File: src/rtl/multi_clock_gen_pkg.sv
// Shared types and constants for the multi-channel clock generator.
package multi_clock_gen_pkg;

    // Width of each per-channel rising-edge counter.
    localparam int COUNT_W = 64;

    // Configuration command opcodes carried on the cfg bus.
    typedef enum logic [1:0] {
        OP_SET_HP   = 2'd0,
        OP_SET_EN   = 2'd1,
        OP_ADVANCE  = 2'd2,
        OP_RESERVED = 2'd3
    } cfg_op_e;

    // Per-channel advance tracker states.
    typedef enum logic [1:0] {
        ADV_IDLE  = 2'd0,
        ADV_COUNT = 2'd1,
        ADV_DONE  = 2'd2
    } adv_state_e;

    // Channel-select width; a single channel still gets a 1-bit field.
    function automatic int ch_width(input int n);
        return (n > 1) ? $clog2(n) : 1;
    endfunction

endpackage

File: src/rtl/multi_clock_gen_if.sv
// Configuration command bus: valid/ready handshake plus opcode, channel and data.
interface multi_clock_gen_if
    import multi_clock_gen_pkg::*;
#(
    parameter int NUM_CH = 4,
    parameter int CNT_W  = 16
);
    localparam int CH_W = ch_width(NUM_CH);

    logic             valid;
    logic             ready;
    cfg_op_e          op;
    logic [CH_W-1:0]  ch;
    logic [CNT_W-1:0] data;

    modport master (output valid, op, ch, data, input ready);
    modport slave  (input valid, op, ch, data, output ready);

endinterface

File: src/rtl/multi_clock_gen_ch.sv
// One clock channel: down-counter divider, staged period/enable updates
// applied at rising edges, and an advance tracker that counts rises.
// Rise counter present only when MULTI_CLOCK_GEN_RISE_COUNT_EN is defined.
module multi_clock_gen_ch
    import multi_clock_gen_pkg::*;
#(
    parameter int CNT_W            = 16,
    parameter int INIT_HALF_PERIOD = 2,
    parameter int PHASE_OFFSET     = 1
) (
    input  logic               clock,
    input  logic               reset_n,
    input  logic               hp_wr,
    input  logic               en_wr,
    input  logic               adv_wr,
    input  logic [CNT_W-1:0]   data,
    output logic               clk_out,
    output logic               clk_rise,
    output logic               adv_done,
    output logic               adv_busy,
    output logic [COUNT_W-1:0] rise_count
);

    logic [CNT_W-1:0] cnt;
    logic [CNT_W-1:0] half_period;
    logic [CNT_W-1:0] hp_stage;
    logic [CNT_W-1:0] hp_eff;
    logic [CNT_W-1:0] adv_rem;
    logic [CNT_W-1:0] adv_rem_nx;
    logic             clk_int;
    logic             clk_int_nx;
    logic             enable;
    logic             en_stage;
    logic             en_eff;
    logic             hp_pend;
    logic             en_pend;
    logic             hp_wr_ok;
    logic             at_zero;
    logic             rise_now;
    adv_state_e       adv_state;
    adv_state_e       adv_state_nx;

    // rise_now is true in the cycle before clk_rise: the next edge drives the internal clock high.
    assign at_zero    = (cnt == '0);
    assign rise_now   = at_zero && !clk_int;
    assign clk_int_nx = clk_int ^ at_zero;
    assign hp_wr_ok   = hp_wr && (data != '0);

    // Settings used at a rise: a write arriving now beats an older staged value, which beats the current one.
    always_comb begin
        // NOTE: every output gets a default before the ifs so no path leaves it unassigned (no latch).
        hp_eff = half_period;
        en_eff = enable;
        if (rise_now) begin
            if (hp_wr_ok)     hp_eff = data;
            else if (hp_pend) hp_eff = hp_stage;
            if (en_wr)        en_eff = data[0];
            else if (en_pend) en_eff = en_stage;
        end
    end

    // Divider, staging registers and registered clock outputs.
    always_ff @(posedge clock) begin
        // NOTE: non-blocking assignments so every register samples pre-edge values, independent of statement order.
        if (!reset_n) begin
            cnt         <= CNT_W'(PHASE_OFFSET - 1);
            clk_int     <= 1'b0;
            half_period <= CNT_W'(INIT_HALF_PERIOD);
            enable      <= 1'b1;
            hp_stage    <= '0;
            en_stage    <= 1'b0;
            hp_pend     <= 1'b0;
            en_pend     <= 1'b0;
            clk_out     <= 1'b0;
            clk_rise    <= 1'b0;
        end else begin
            if (at_zero) begin
                clk_int <= !clk_int;
                cnt     <= hp_eff - CNT_W'(1);
            end else begin
                cnt <= cnt - CNT_W'(1);
            end
            half_period <= hp_eff;
            enable      <= en_eff;
            clk_rise    <= rise_now;
            // Built from next-state values so clk_out tracks the internal clock with no lag.
            clk_out     <= clk_int_nx & en_eff;
            if (rise_now) begin
                hp_pend <= 1'b0;
                en_pend <= 1'b0;
            end else begin
                if (hp_wr_ok) begin
                    hp_stage <= data;
                    hp_pend  <= 1'b1;
                end
                if (en_wr) begin
                    en_stage <= data[0];
                    en_pend  <= 1'b1;
                end
            end
        end
    end

    // Advance tracker state register.
    always_ff @(posedge clock) begin
        if (!reset_n) begin
            adv_state <= ADV_IDLE;
            adv_rem   <= '0;
        end else begin
            adv_state <= adv_state_nx;
            adv_rem   <= adv_rem_nx;
        end
    end

    // Advance next state: a new request always restarts; a rise in the accept cycle already counts.
    always_comb begin
        adv_state_nx = adv_state;
        adv_rem_nx   = adv_rem;
        if (adv_wr) begin
            if ((data == '0) || ((data == CNT_W'(1)) && rise_now)) begin
                adv_state_nx = ADV_DONE;
                adv_rem_nx   = '0;
            end else begin
                adv_state_nx = ADV_COUNT;
                adv_rem_nx   = rise_now ? (data - CNT_W'(1)) : data;
            end
        end else begin
            case (adv_state)
                ADV_COUNT: begin
                    if (rise_now) begin
                        adv_rem_nx = adv_rem - CNT_W'(1);
                        if (adv_rem == CNT_W'(1)) adv_state_nx = ADV_DONE;
                    end
                end
                ADV_DONE: adv_state_nx = ADV_IDLE;
                default:  adv_state_nx = adv_state;
            endcase
        end
    end

    assign adv_busy = (adv_state != ADV_IDLE);
    assign adv_done = (adv_state == ADV_DONE);

`ifdef MULTI_CLOCK_GEN_RISE_COUNT_EN
    logic [COUNT_W-1:0] rise_cnt;

    // Rising-edge counter, updated on the same edge as clk_rise so both agree each cycle.
    always_ff @(posedge clock) begin
        if (!reset_n)      rise_cnt <= '0;
        else if (rise_now) rise_cnt <= rise_cnt + COUNT_W'(1);
    end

    assign rise_count = rise_cnt;
`else
    assign rise_count = '0;
`endif

endmodule

File: src/rtl/multi_clock_gen.sv
// Multi-channel gated clock generator: decodes cfg commands and fans them out
// to NUM_CH channel instances. Optional macro: MULTI_CLOCK_GEN_RISE_COUNT_EN.
module multi_clock_gen
    import multi_clock_gen_pkg::*;
#(
    parameter int NUM_CH           = 4,
    parameter int CNT_W            = 16,
    parameter int INIT_HALF_PERIOD = 2,
    parameter int PHASE_OFFSET     = 1
) (
    input  logic                      clock,
    input  logic                      reset_n,
    multi_clock_gen_if.slave          cfg,
    output logic [NUM_CH-1:0]         clk_out,
    output logic [NUM_CH-1:0]         clk_rise,
    output logic [NUM_CH-1:0]         adv_done,
    output logic [NUM_CH-1:0]         adv_busy,
    output logic [NUM_CH*COUNT_W-1:0] rise_count
);

    logic accept;

    // No backpressure: every command is taken while out of reset.
    assign cfg.ready = reset_n;
    assign accept    = cfg.valid && cfg.ready;

    for (genvar i = 0; i < NUM_CH; i++) begin : g_ch
        logic sel;

        // Out-of-range channel numbers never match, so they are accepted and dropped.
        assign sel = accept && (int'(cfg.ch) == i);

        multi_clock_gen_ch #(
            .CNT_W            (CNT_W),
            .INIT_HALF_PERIOD (INIT_HALF_PERIOD),
            .PHASE_OFFSET     (PHASE_OFFSET)
        ) u_ch (
            .clock      (clock),
            .reset_n    (reset_n),
            .hp_wr      (sel && (cfg.op == OP_SET_HP)),
            .en_wr      (sel && (cfg.op == OP_SET_EN)),
            .adv_wr     (sel && (cfg.op == OP_ADVANCE)),
            .data       (cfg.data),
            .clk_out    (clk_out[i]),
            .clk_rise   (clk_rise[i]),
            .adv_done   (adv_done[i]),
            .adv_busy   (adv_busy[i]),
            .rise_count (rise_count[i*COUNT_W +: COUNT_W])
        );
    end

endmodule

File: src/flat_wrapper.sv
// flat-port wrapper written by rule: the top's interface ports become plain ports
module multi_clock_gen_flat import multi_clock_gen_pkg::*;
#(
    parameter int NUM_CH           = 4,
    parameter int CNT_W            = 16,
    parameter int INIT_HALF_PERIOD = 2,
    parameter int PHASE_OFFSET     = 1
)
  (clock, reset_n, clk_out, clk_rise, adv_done, adv_busy, rise_count, cfg_valid, cfg_op, cfg_ch, cfg_data, cfg_ready);
  multi_clock_gen_if #(.NUM_CH(NUM_CH), .CNT_W(CNT_W)) cfg_i ();
  input  logic clock;
  input  logic reset_n;
  output logic [NUM_CH-1:0] clk_out;
  output logic [NUM_CH-1:0] clk_rise;
  output logic [NUM_CH-1:0] adv_done;
  output logic [NUM_CH-1:0] adv_busy;
  output logic [NUM_CH*COUNT_W-1:0] rise_count;
  input wire logic [$bits(cfg_i.valid)-1:0] cfg_valid;
  input wire logic [$bits(cfg_i.op)-1:0] cfg_op;
  input wire logic [$bits(cfg_i.ch)-1:0] cfg_ch;
  input wire logic [$bits(cfg_i.data)-1:0] cfg_data;
  output wire logic [$bits(cfg_i.ready)-1:0] cfg_ready;
  assign cfg_i.valid = cfg_valid;
  assign cfg_i.op = cfg_op;
  assign cfg_i.ch = cfg_ch;
  assign cfg_i.data = cfg_data;
  assign cfg_ready = cfg_i.ready;
  multi_clock_gen #(.NUM_CH(NUM_CH), .CNT_W(CNT_W), .INIT_HALF_PERIOD(INIT_HALF_PERIOD), .PHASE_OFFSET(PHASE_OFFSET)) u_core (.clock(clock), .reset_n(reset_n), .cfg(cfg_i), .clk_out(clk_out), .clk_rise(clk_rise), .adv_done(adv_done), .adv_busy(adv_busy), .rise_count(rise_count));
endmodule
File: config.mk
export PLATFORM = sky130hd
export DESIGN_NAME = multi_clock_gen_flat
export DESIGN_NICKNAME = d
export VERILOG_FILES = /design/src/rtl/multi_clock_gen_pkg.sv /design/src/rtl/multi_clock_gen_if.sv /design/src/rtl/multi_clock_gen_ch.sv /design/src/rtl/multi_clock_gen.sv /design/src/flat_wrapper.sv
export SDC_FILE = /design/constraint.sdc
export NUM_CORES = 1
export LEC_CHECK = 0
export CAP_MARGIN = 10
export CELL_PAD_IN_SITES_DETAIL_PLACEMENT = 0
export CELL_PAD_IN_SITES_GLOBAL_PLACEMENT = 1
export CORE_MARGIN = 8
export CORE_UTILIZATION = 25
export CTS_BUF_LIST = sky130_fd_sc_hd__clkbuf_4
export DETAILED_ROUTE_END_ITERATION = 12
export PLACE_DENSITY_LB_ADDON = 0.05
export SLEW_MARGIN = 20
export SYNTH_ARGS = -nofsm -noshare
export SYNTH_HDL_FRONTEND = slang
export SYNTH_SLANG_ARGS = --single-unit
File: constraint.sdc
create_clock -name clock -period 10.75 [get_ports clock]
set_clock_uncertainty 0.1 [all_clocks]
set_input_delay 2.15 -clock clock [delete_from_list [all_inputs] [get_ports clock]]
set_output_delay 2.15 -clock clock [all_outputs]
set_load 0.005 [all_outputs]
==> results of run 1 <==
-- cells by family (layout without fill, tap and decap cells) --
logic type      count (synthesis)  count (layout)  share of synthesized area
buf+inv                       463             304                      0.155
xor+xnor                       84              84                     0.0411
mux                            57              57                     0.0320
other cells                     1             262                   0.000209
flops                         292             292                      0.326
simple gates                  854             854                      0.235
compound gates                548             548                      0.198
fa+ha+maj                      18              18                     0.0126
-- cell type report --
type	instances	area (um^2)	share of cell area
Tap cell	950	1190	0.0610
Inverter	53	204	0.0105
Timing Repair Buffer	89	763	0.0392
Antenna cell	6	15.0	0.000771
Multi-Input combinational cell	1817	10300	0.530
Clock inverter	26	111	0.00572
Sequential cell	292	5850	0.300
Clock buffer	136	1020	0.0524
-- stage by stage --
stage | hold WS (ns) | instance area [um^2] | setup slack [ns] | power, W
after floorplan | 0.327 | 18900 | 5.01 | 0.00225
after global placement | 0.334 | 18300 | 3.15 | 0.00255
after detailed placement | 0.345 | 18300 | 3.09 | 0.00254
after CTS | 0.352 | 19500 | 4.05 | 0.00371
after global routing | 0.375 | 19500 | 3.65 | 0.00393
final | 0.349 | 19500 | 3.88 | 0.00364
-- power by group through the flow --
stage	logic [W]	registers (W)	clock network (W)
global placement	0.00121	0.00133	0
finish	0.00121	0.00131	0.00112
CTS	0.00122	0.00131	0.00119
global route	0.00136	0.00132	0.00125
detailed placement	0.00121	0.00133	0
floorplan	0.000957	0.00129	0
-- metal layers --
| metal | share of wire | GRT usage |
|---|---|---|
| met1 | 0.47 | 0.207 |
| met2 | 0.46 | 0.257 |
| met3 | 0.043 | 0.0331 |
| met4 | 0.030 | 0.0563 |
| met5 | 0 | 0 |
-- state kept, by name (all words and copies together) (netlist names) --
signal,flops
u_core.g_ch.u_ch.hp_pend,4
u_core.g_ch.u_ch.en_pend,4
u_core.g_ch.u_ch.clk_out,4
u_core.g_ch.u_ch.half_period,64
u_core.g_ch.u_ch.cnt,64
u_core.g_ch.u_ch.adv_rem,64
u_core.g_ch.u_ch.adv_state,8
u_core.g_ch.u_ch.clk_int,4
u_core.g_ch.u_ch.clk_rise,4
u_core.g_ch.u_ch.enable,4
u_core.g_ch.u_ch.en_stage,4
u_core.g_ch.u_ch.hp_stage,64
-- worst min-delay path by stage --
stage	depth (start not counted)	slack, ns	to
after floorplan	2	0.33	u_core.g_ch[1].u_ch.hp_stage[1]
after global placement	2	0.33	u_core.g_ch[1].u_ch.hp_stage[12]
after detailed placement	2	0.34	u_core.g_ch[1].u_ch.hp_stage[1]
after CTS	2	0.35	u_core.g_ch[1].u_ch.hp_stage[1]
after global routing	2	0.38	u_core.g_ch[1].u_ch.hp_stage[4]
final	2	0.35	u_core.g_ch[1].u_ch.hp_stage[11]
-- placed cells by master, fill, tap and decap left out, types with 25 or more instances in the layout --
cell	netlist	final
o21ai_0	128	128
clkbuf_4	0	136
and2_1	53	53
inv_1	49	49
nor2_1	242	241
xor2_1	38	38
nor3_1	98	93
and3_1	28	28
conb_1	1	256
or3_1	31	31
dfxtp_1	292	292
a31oi_1	47	47
xnor2_1	46	46
nand3_1	63	63
o221a_2	25	25
nor4_1	40	39
clkdlybuf4s50_1	0	38
buf_4	273	51
mux2i_1	54	54
a21oi_1	172	172
nand2_1	185	185
-- worst max-delay path, stage by stage --
cell             delay (ns)
clkdlybuf4s50_1        0.40
buf_4                  0.24
inv_1                  0.20
ha_1                   0.30
or3b_2                 0.61
o41ai_4                0.87
buf_4                  0.35
o21ai_2                0.18
o221a_2                0.36
a21oi_1                0.20
ha_1                   0.21
nor3b_1                0.26
o2111ai_1              0.39
nor4_1                 0.36
mux2_2                 0.37
==> metrics.log, run 1 <==
INFO  metric timing.max_slew.rel_slack = 0.282
INFO  metric path_max_fanout = 23
INFO  metric rows = a little under 100
INFO  metric final_core_utilization = 0.273
INFO  metric clk_pin_slew_worst_paths = about 0.06 ns
INFO  metric reg2regPathDepth = 13
INFO  metric layout.filler_cells = approximately 8,000
INFO  metric dieWidth = between 200 and 300 um
INFO  metric fin_nets = between 2,000 and 2,500
INFO  metric cell_internal_pwr = roughly 0.0022 W
INFO  metric worst_ep_required_time = between 10 and 15 ns
INFO  metric dpl.hpwl = about 45 mm
INFO  metric hold_path.class = register to register
INFO  metric synth.avg_cell_area = around 7.7 um^2
INFO  metric numCtsBuffers = 94
INFO  metric power.share.sequential = 0.359
INFO  metric initial_core_utilization = 0.252
INFO  metric data_arrival_critical_path = 7.50 ns
INFO  metric synth_area = ~18,000 um^2
INFO  metric first_pass_grt_wire_length = between 100 and 150 mm
INFO  metric final_critical_period = 6.87 ns
INFO  metric critPathCaptureType = register
INFO  metric final_min_period_over_clock_period = 0.639
INFO  metric critical_path.reg2reg.startpoint = u_core.g_ch[1].u_ch.cnt[5]
INFO  metric status = finished, final reports clean
INFO  metric post_synth_most_frequent_cells = 292 x dfxtp_1, 273 x buf_4, 242 x nor2_1
INFO  metric crit_path_end = u_core.g_ch[0].u_ch.cnt[14]
INFO  metric drt-total-wl = between 60 and 70 mm
INFO  metric synthDominantAreaCellType = dfxtp_1
INFO  metric yosysWarningCount = 0
INFO  metric ys_types = between 80 and 90
INFO  metric cts.htree.levels = 3
INFO  metric fraction_of_layout_cells_with_a_size_suffix_above_1 = 0.112
INFO  metric cell_leakage_power = about 7.4 nW
INFO  metric die_area = approximately 81,000 um^2
INFO  metric final-hold-violation-count = 0
INFO  metric vdd.ir_drop.worst = slightly above 0.09 mV
INFO  metric netSwitchingFraction = 0.391
INFO  metric grt_start_max_net_pins = 90
INFO  metric count_leader_synth = dfxtp_1
INFO  metric die_height = roughly 280 um
INFO  metric drv_slew = 0
INFO  metric boundaryPins = ~300
INFO  metric dp_cells = about 3,200
INFO  metric clk_latency = ~0.86 ns
INFO  metric number_of_antenna_violations_at_the_first_check_in_global_routing = 2
INFO  metric worstHoldStart = u_core.g_ch[1].u_ch.hp_stage[11]
INFO  metric post-cts-setup-buffer-count = 0
INFO  metric drt_drc_violations_left = 0
INFO  metric timing.max_cap.violations = 0
INFO  metric place_congestion = about 0.75
INFO  metric first_global_vias = 16,100
INFO  metric port_buffers = 39
INFO  metric worst_r2r_endpoint = u_core.g_ch[1].u_ch.cnt[12]
INFO  metric cts_tree = built
INFO  metric post_drt_wl_per_cell = 19.8 um
INFO  metric worst-r2r-setup-slack = 4.69 ns
INFO  metric fmaxAchievable = 0.146 GHz
INFO  metric crit_start = cfg_data[0]
INFO  metric postSynthCellCount = between 2,000 and 2,500
INFO  metric yosys_most_used_dff = dfxtp_1
INFO  metric cts.sink_count = ~290
INFO  metric syn_to_final_growth = 8.65%
INFO  metric ys_seq_elements = a little under 300
INFO  metric critical_path_class = input port to register
INFO  metric core_area = roughly 71,000 um^2
INFO  metric setup_total_negative_slack = 0 ns
INFO  metric vias = 16,100
INFO  metric postSynth.asyncResetShare = 0
INFO  metric viasPerCell = around 4.8
INFO  metric transition_time_at_the_pin_with_the_least_slew_margin = ~1.1 ns
INFO  metric final-instance-count-excl-fill = between 3,000 and 4,000
INFO  metric drt_iter0_drc = between 900 and 1,000
INFO  metric cts_root_buf = clkbuf_4
INFO  metric grt.total_usage = 0.159
INFO  metric synth_edf_count = 0
INFO  metric p_clk_frac = 0.309
INFO  metric ctsLongestPathBuffers = 3
INFO  metric p_sw = approximately 0.0014 W
INFO  metric cts_hold_buf = 0
INFO  metric netlist.area_leader.share = 0.326
INFO  metric powerDensity = between 150 and 200 nW/um^2
INFO  metric share_comb_of_total_power = 0.332
INFO  metric cp-start-kind = input port
INFO  metric yosys-top-cells-area = dfxtp_1 33%, buf_4 11%, nor2_1 5.1%
INFO  metric timing.final.setup_violations = 0
INFO  metric cts_resized = 0
INFO  metric grt_setup_unrepaired = false
INFO  metric grt.overflow.total = 0
INFO  metric drt.antenna.violating_nets = 0
INFO  metric synth-seq-area-share = 0.326
INFO  metric dr.pass1.iters = 5
Power figures use the tool's default switching activity.
==> run 2, diff against run 1 <==
Clock period 10.75 ns to 6.7 ns, I/O delays scaled along.
==> run 2 against run 1 <==
  * Die area stayed put
  * Global-route usage rose by 0.45 points
  * Core utilization grew 0.18 points
  * Total power is 63% higher
  * Sequential cell count stayed put
  * Clock-buffer cell count grew 4
  * Combinational power grew 63%
  * Clock power rose by 66%
  * Highest routed layer is now met5
  * Via count grew 0.40%
  * Critical path depth stayed put
  * Final cell count rose by 0.39%
==> metrics.log, run 2 (same netlist as run 1, synthesis figures left out) <==
INFO  metric final_critical_period = approximately 5.4 ns
INFO  metric drt.antenna.violating_nets = 0 (unchanged)
INFO  metric post_drt_wl_per_cell = 20.2 um (+1.9%)
INFO  metric final_core_utilization = 0.275 (+0.00177)
INFO  metric worst_ep_required_time = 7.35 ns (-4.03 ns)
INFO  metric clk_latency = 0.87 ns (about the same)
INFO  metric p_clk_frac = 0.314 (+0.005)
INFO  metric numCtsBuffers = 95 (+1.1%)
INFO  metric transition_time_at_the_pin_with_the_least_slew_margin = 1.19 ns (+0.118 ns)
INFO  metric syn_to_final_growth = 9.36%
INFO  metric data_arrival_critical_path = 6.01 ns (-1.49 ns)
INFO  metric netSwitchingFraction = 0.392 (+0.000678)
INFO  metric grt.total_usage = 0.163 (+0.00454)
INFO  metric fraction_of_layout_cells_with_a_size_suffix_above_1 = 0.116 (+0.00420)
INFO  metric cts_root_buf = clkbuf_4
INFO  metric path_max_fanout = 7 (-70%)
INFO  metric clk_pin_slew_worst_paths = 0.06 ns (about the same)
INFO  metric hold_path.class = register to register
INFO  metric timing.final.setup_violations = 0 (unchanged)
INFO  metric vdd.ir_drop.worst = 0.197 mV (+120%)
INFO  metric grt.overflow.total = 0 (unchanged)
INFO  metric worst_r2r_endpoint = u_core.g_ch[1].u_ch.cnt[14]
INFO  metric timing.max_cap.violations = 0 (unchanged)
INFO  metric cts_tree = built
INFO  metric dr.pass1.iters = 5 (unchanged)
INFO  metric grt_setup_unrepaired = false
INFO  metric rows = 98 (unchanged)
INFO  metric place_congestion = 0.769 (+2.8%)
INFO  metric cts.htree.levels = 3 (unchanged)
INFO  metric p_sw = 0.00232 W (+63%)
INFO  metric worst-r2r-setup-slack = 1.53 ns (-3.16 ns)
INFO  metric die_area = 80,500 um^2 (unchanged)
INFO  metric critical_path.reg2reg.startpoint = u_core.g_ch[1].u_ch.cnt[0]
INFO  metric crit_path_end = u_core.g_ch[1].u_ch.cnt[14]
INFO  metric share_comb_of_total_power = 0.333 (about the same)
INFO  metric final-hold-violation-count = 0 (unchanged)
INFO  metric critical_path_class = input port to register
INFO  metric powerDensity = 303 nW/um^2 (+62%)
INFO  metric fmaxAchievable = about 0.19 GHz
INFO  metric post-cts-setup-buffer-count = 0 (unchanged)
INFO  metric port_buffers = 39 (unchanged)
INFO  metric boundaryPins = 296 (unchanged)
INFO  metric layout.cells.most_common = dfxtp_1
INFO  metric drt_drc_violations_left = 0 (unchanged)
INFO  metric first_global_vias = 16,100 (+0.31%)
INFO  metric reg2regPathDepth = 18 (+5)
INFO  metric first_pass_grt_wire_length = 103 mm (+2.3%)
INFO  metric drv_slew = 0 (unchanged)
INFO  metric grt_start_max_net_pins = 99 (+10%)
INFO  metric mostFrequentLayoutCells = 292 x dfxtp_1, 256 x conb_1, 241 x nor2_1
INFO  metric viasPerCell = 4.78 (about the same)
INFO  metric core_area = 71,200 um^2 (unchanged)
INFO  metric dpl.hpwl = 46.7 mm (+4.9%)
INFO  metric power.share.sequential = 0.353 (-0.006)
INFO  metric timing.max_slew.rel_slack = 0.196 (-0.0861)
INFO  metric ctsLongestPathBuffers = 3 (unchanged)
INFO  metric cell_leakage_power = 7.49 nW (+1.1%)
INFO  metric crit_start = cfg_data[0]
INFO  metric number_of_antenna_violations_at_the_first_check_in_global_routing = 5 (+3)
INFO  metric initial_core_utilization = 0.252 (unchanged)
INFO  metric critPathCaptureType = register
INFO  metric die_height = 284 um (unchanged)
INFO  metric cp-start-kind = input port
INFO  metric drt_iter0_drc = 1,071 (+8.1%)
INFO  metric cts_resized = 0 (unchanged)
INFO  metric fin_nets = 2,398 (+0.42%)
INFO  metric final_min_period_over_clock_period = 0.799
INFO  metric cts.sink_count = 292 (unchanged)
INFO  metric cts_hold_buf = 0 (unchanged)
INFO  metric setup_total_negative_slack = 0 ns (unchanged)
INFO  metric dieWidth = 284 um (unchanged)
INFO  metric vias = 16,200 (+0.40%)
INFO  metric drt-total-wl = 68.3 mm (+2.3%)
INFO  metric status = finished, final reports clean
INFO  metric cell_internal_pwr = 0.00361 W (+63%)
## run 2: changes by cell type in the layout (fill, tap and decap cells not counted), sizes merged
cell      before  now
inv           52   54
clkinvlp       2    1
clkinv        25   27
buf           51   60
diode          6    3
clkbuf       136  140
## run 2: worst max-delay path: stages
cell,delay (ns)
clkdlybuf4s50_1,0.42
inv_1,0.24
ha_1,0.37
or3b_2,0.61
nor4_4,0.59
nor2_1,0.29
a2111oi_0,0.93
buf_4,0.27
nor2_1,0.05
ha_1,0.22
nand2_1,0.11
nor2_1,0.09
nand4b_1,0.18
o31ai_1,0.08
and3_1,0.20
## run 2: cell type report
class | instances | area [um^2]
inverters | 53 | 204
clock inverters | 29 | 128
flip-flops and latches | 292 | 5850
diodes | 3 | 7.51
well taps | 950 | 1190
repair buffers | 98 | 856
fillers | 7952 | 51600
clock buffers | 140 | 1050
multi-input cells | 1817 | 10300
## run 2: how the worst min path moves through the flow
stage	startpoint	end	slack (ns)	cells past startpoint
after global routing	u_core.g_ch[1].u_ch.hp_stage[15]	u_core.g_ch[1].u_ch.hp_stage[15]	0.37	2
after floorplan	u_core.g_ch[1].u_ch.hp_stage[1]	u_core.g_ch[1].u_ch.hp_stage[1]	0.33	2
after CTS	u_core.g_ch[1].u_ch.hp_stage[15]	u_core.g_ch[1].u_ch.hp_stage[15]	0.35	2
final	u_core.g_ch[1].u_ch.hp_stage[12]	u_core.g_ch[1].u_ch.hp_stage[12]	0.35	2
after global placement	u_core.g_ch[1].u_ch.hp_stage[14]	u_core.g_ch[1].u_ch.hp_stage[14]	0.34	2
after detailed placement	u_core.g_ch[1].u_ch.hp_stage[15]	u_core.g_ch[1].u_ch.hp_stage[15]	0.34	2
## run 2: power by group through the flow
stage               Combinational (W)  Sequential, W  Clock [W]
floorplan                     0.00154        0.00208          0
global placement              0.00199        0.00214          0
detailed placement            0.00197        0.00213          0
CTS                           0.00198        0.00209    0.00196
global route                  0.00221        0.00212    0.00206
finish                        0.00197        0.00209    0.00186
## run 2: through the flow
| stage | hold slack [ns] | instances | power [W] | area (um^2) | setup WS, ns |
|---|---|---|---|---|---|
| 3_3_place_gp | 0.335 | 3209 | 0.00413 | 18400 | 0.538 |
| 3_5_place_dp | 0.343 | 3210 | 0.00410 | 18400 | 0.535 |
| 6_report | 0.352 | 3382 | 0.00593 | 19600 | 1.34 |
| 5_1_grt | 0.368 | 3382 | 0.00639 | 19600 | 1.01 |
| 2_1_floorplan | 0.327 | 2572 | 0.00361 | 18900 | 1.77 |
| 4_1_cts | 0.351 | 3379 | 0.00604 | 19600 | 1.50 |
## run 2: per-layer routing
metal / share of wire / GRT usage / up-vias
li1: - / - / 7800
met1: 0.47 / 0.218 / 7806
met2: 0.46 / 0.262 / 430
met3: 0.044 / 0.0320 / 125
met4: 0.029 / 0.0534 / 2
met5: 0.00019 / 0 / -
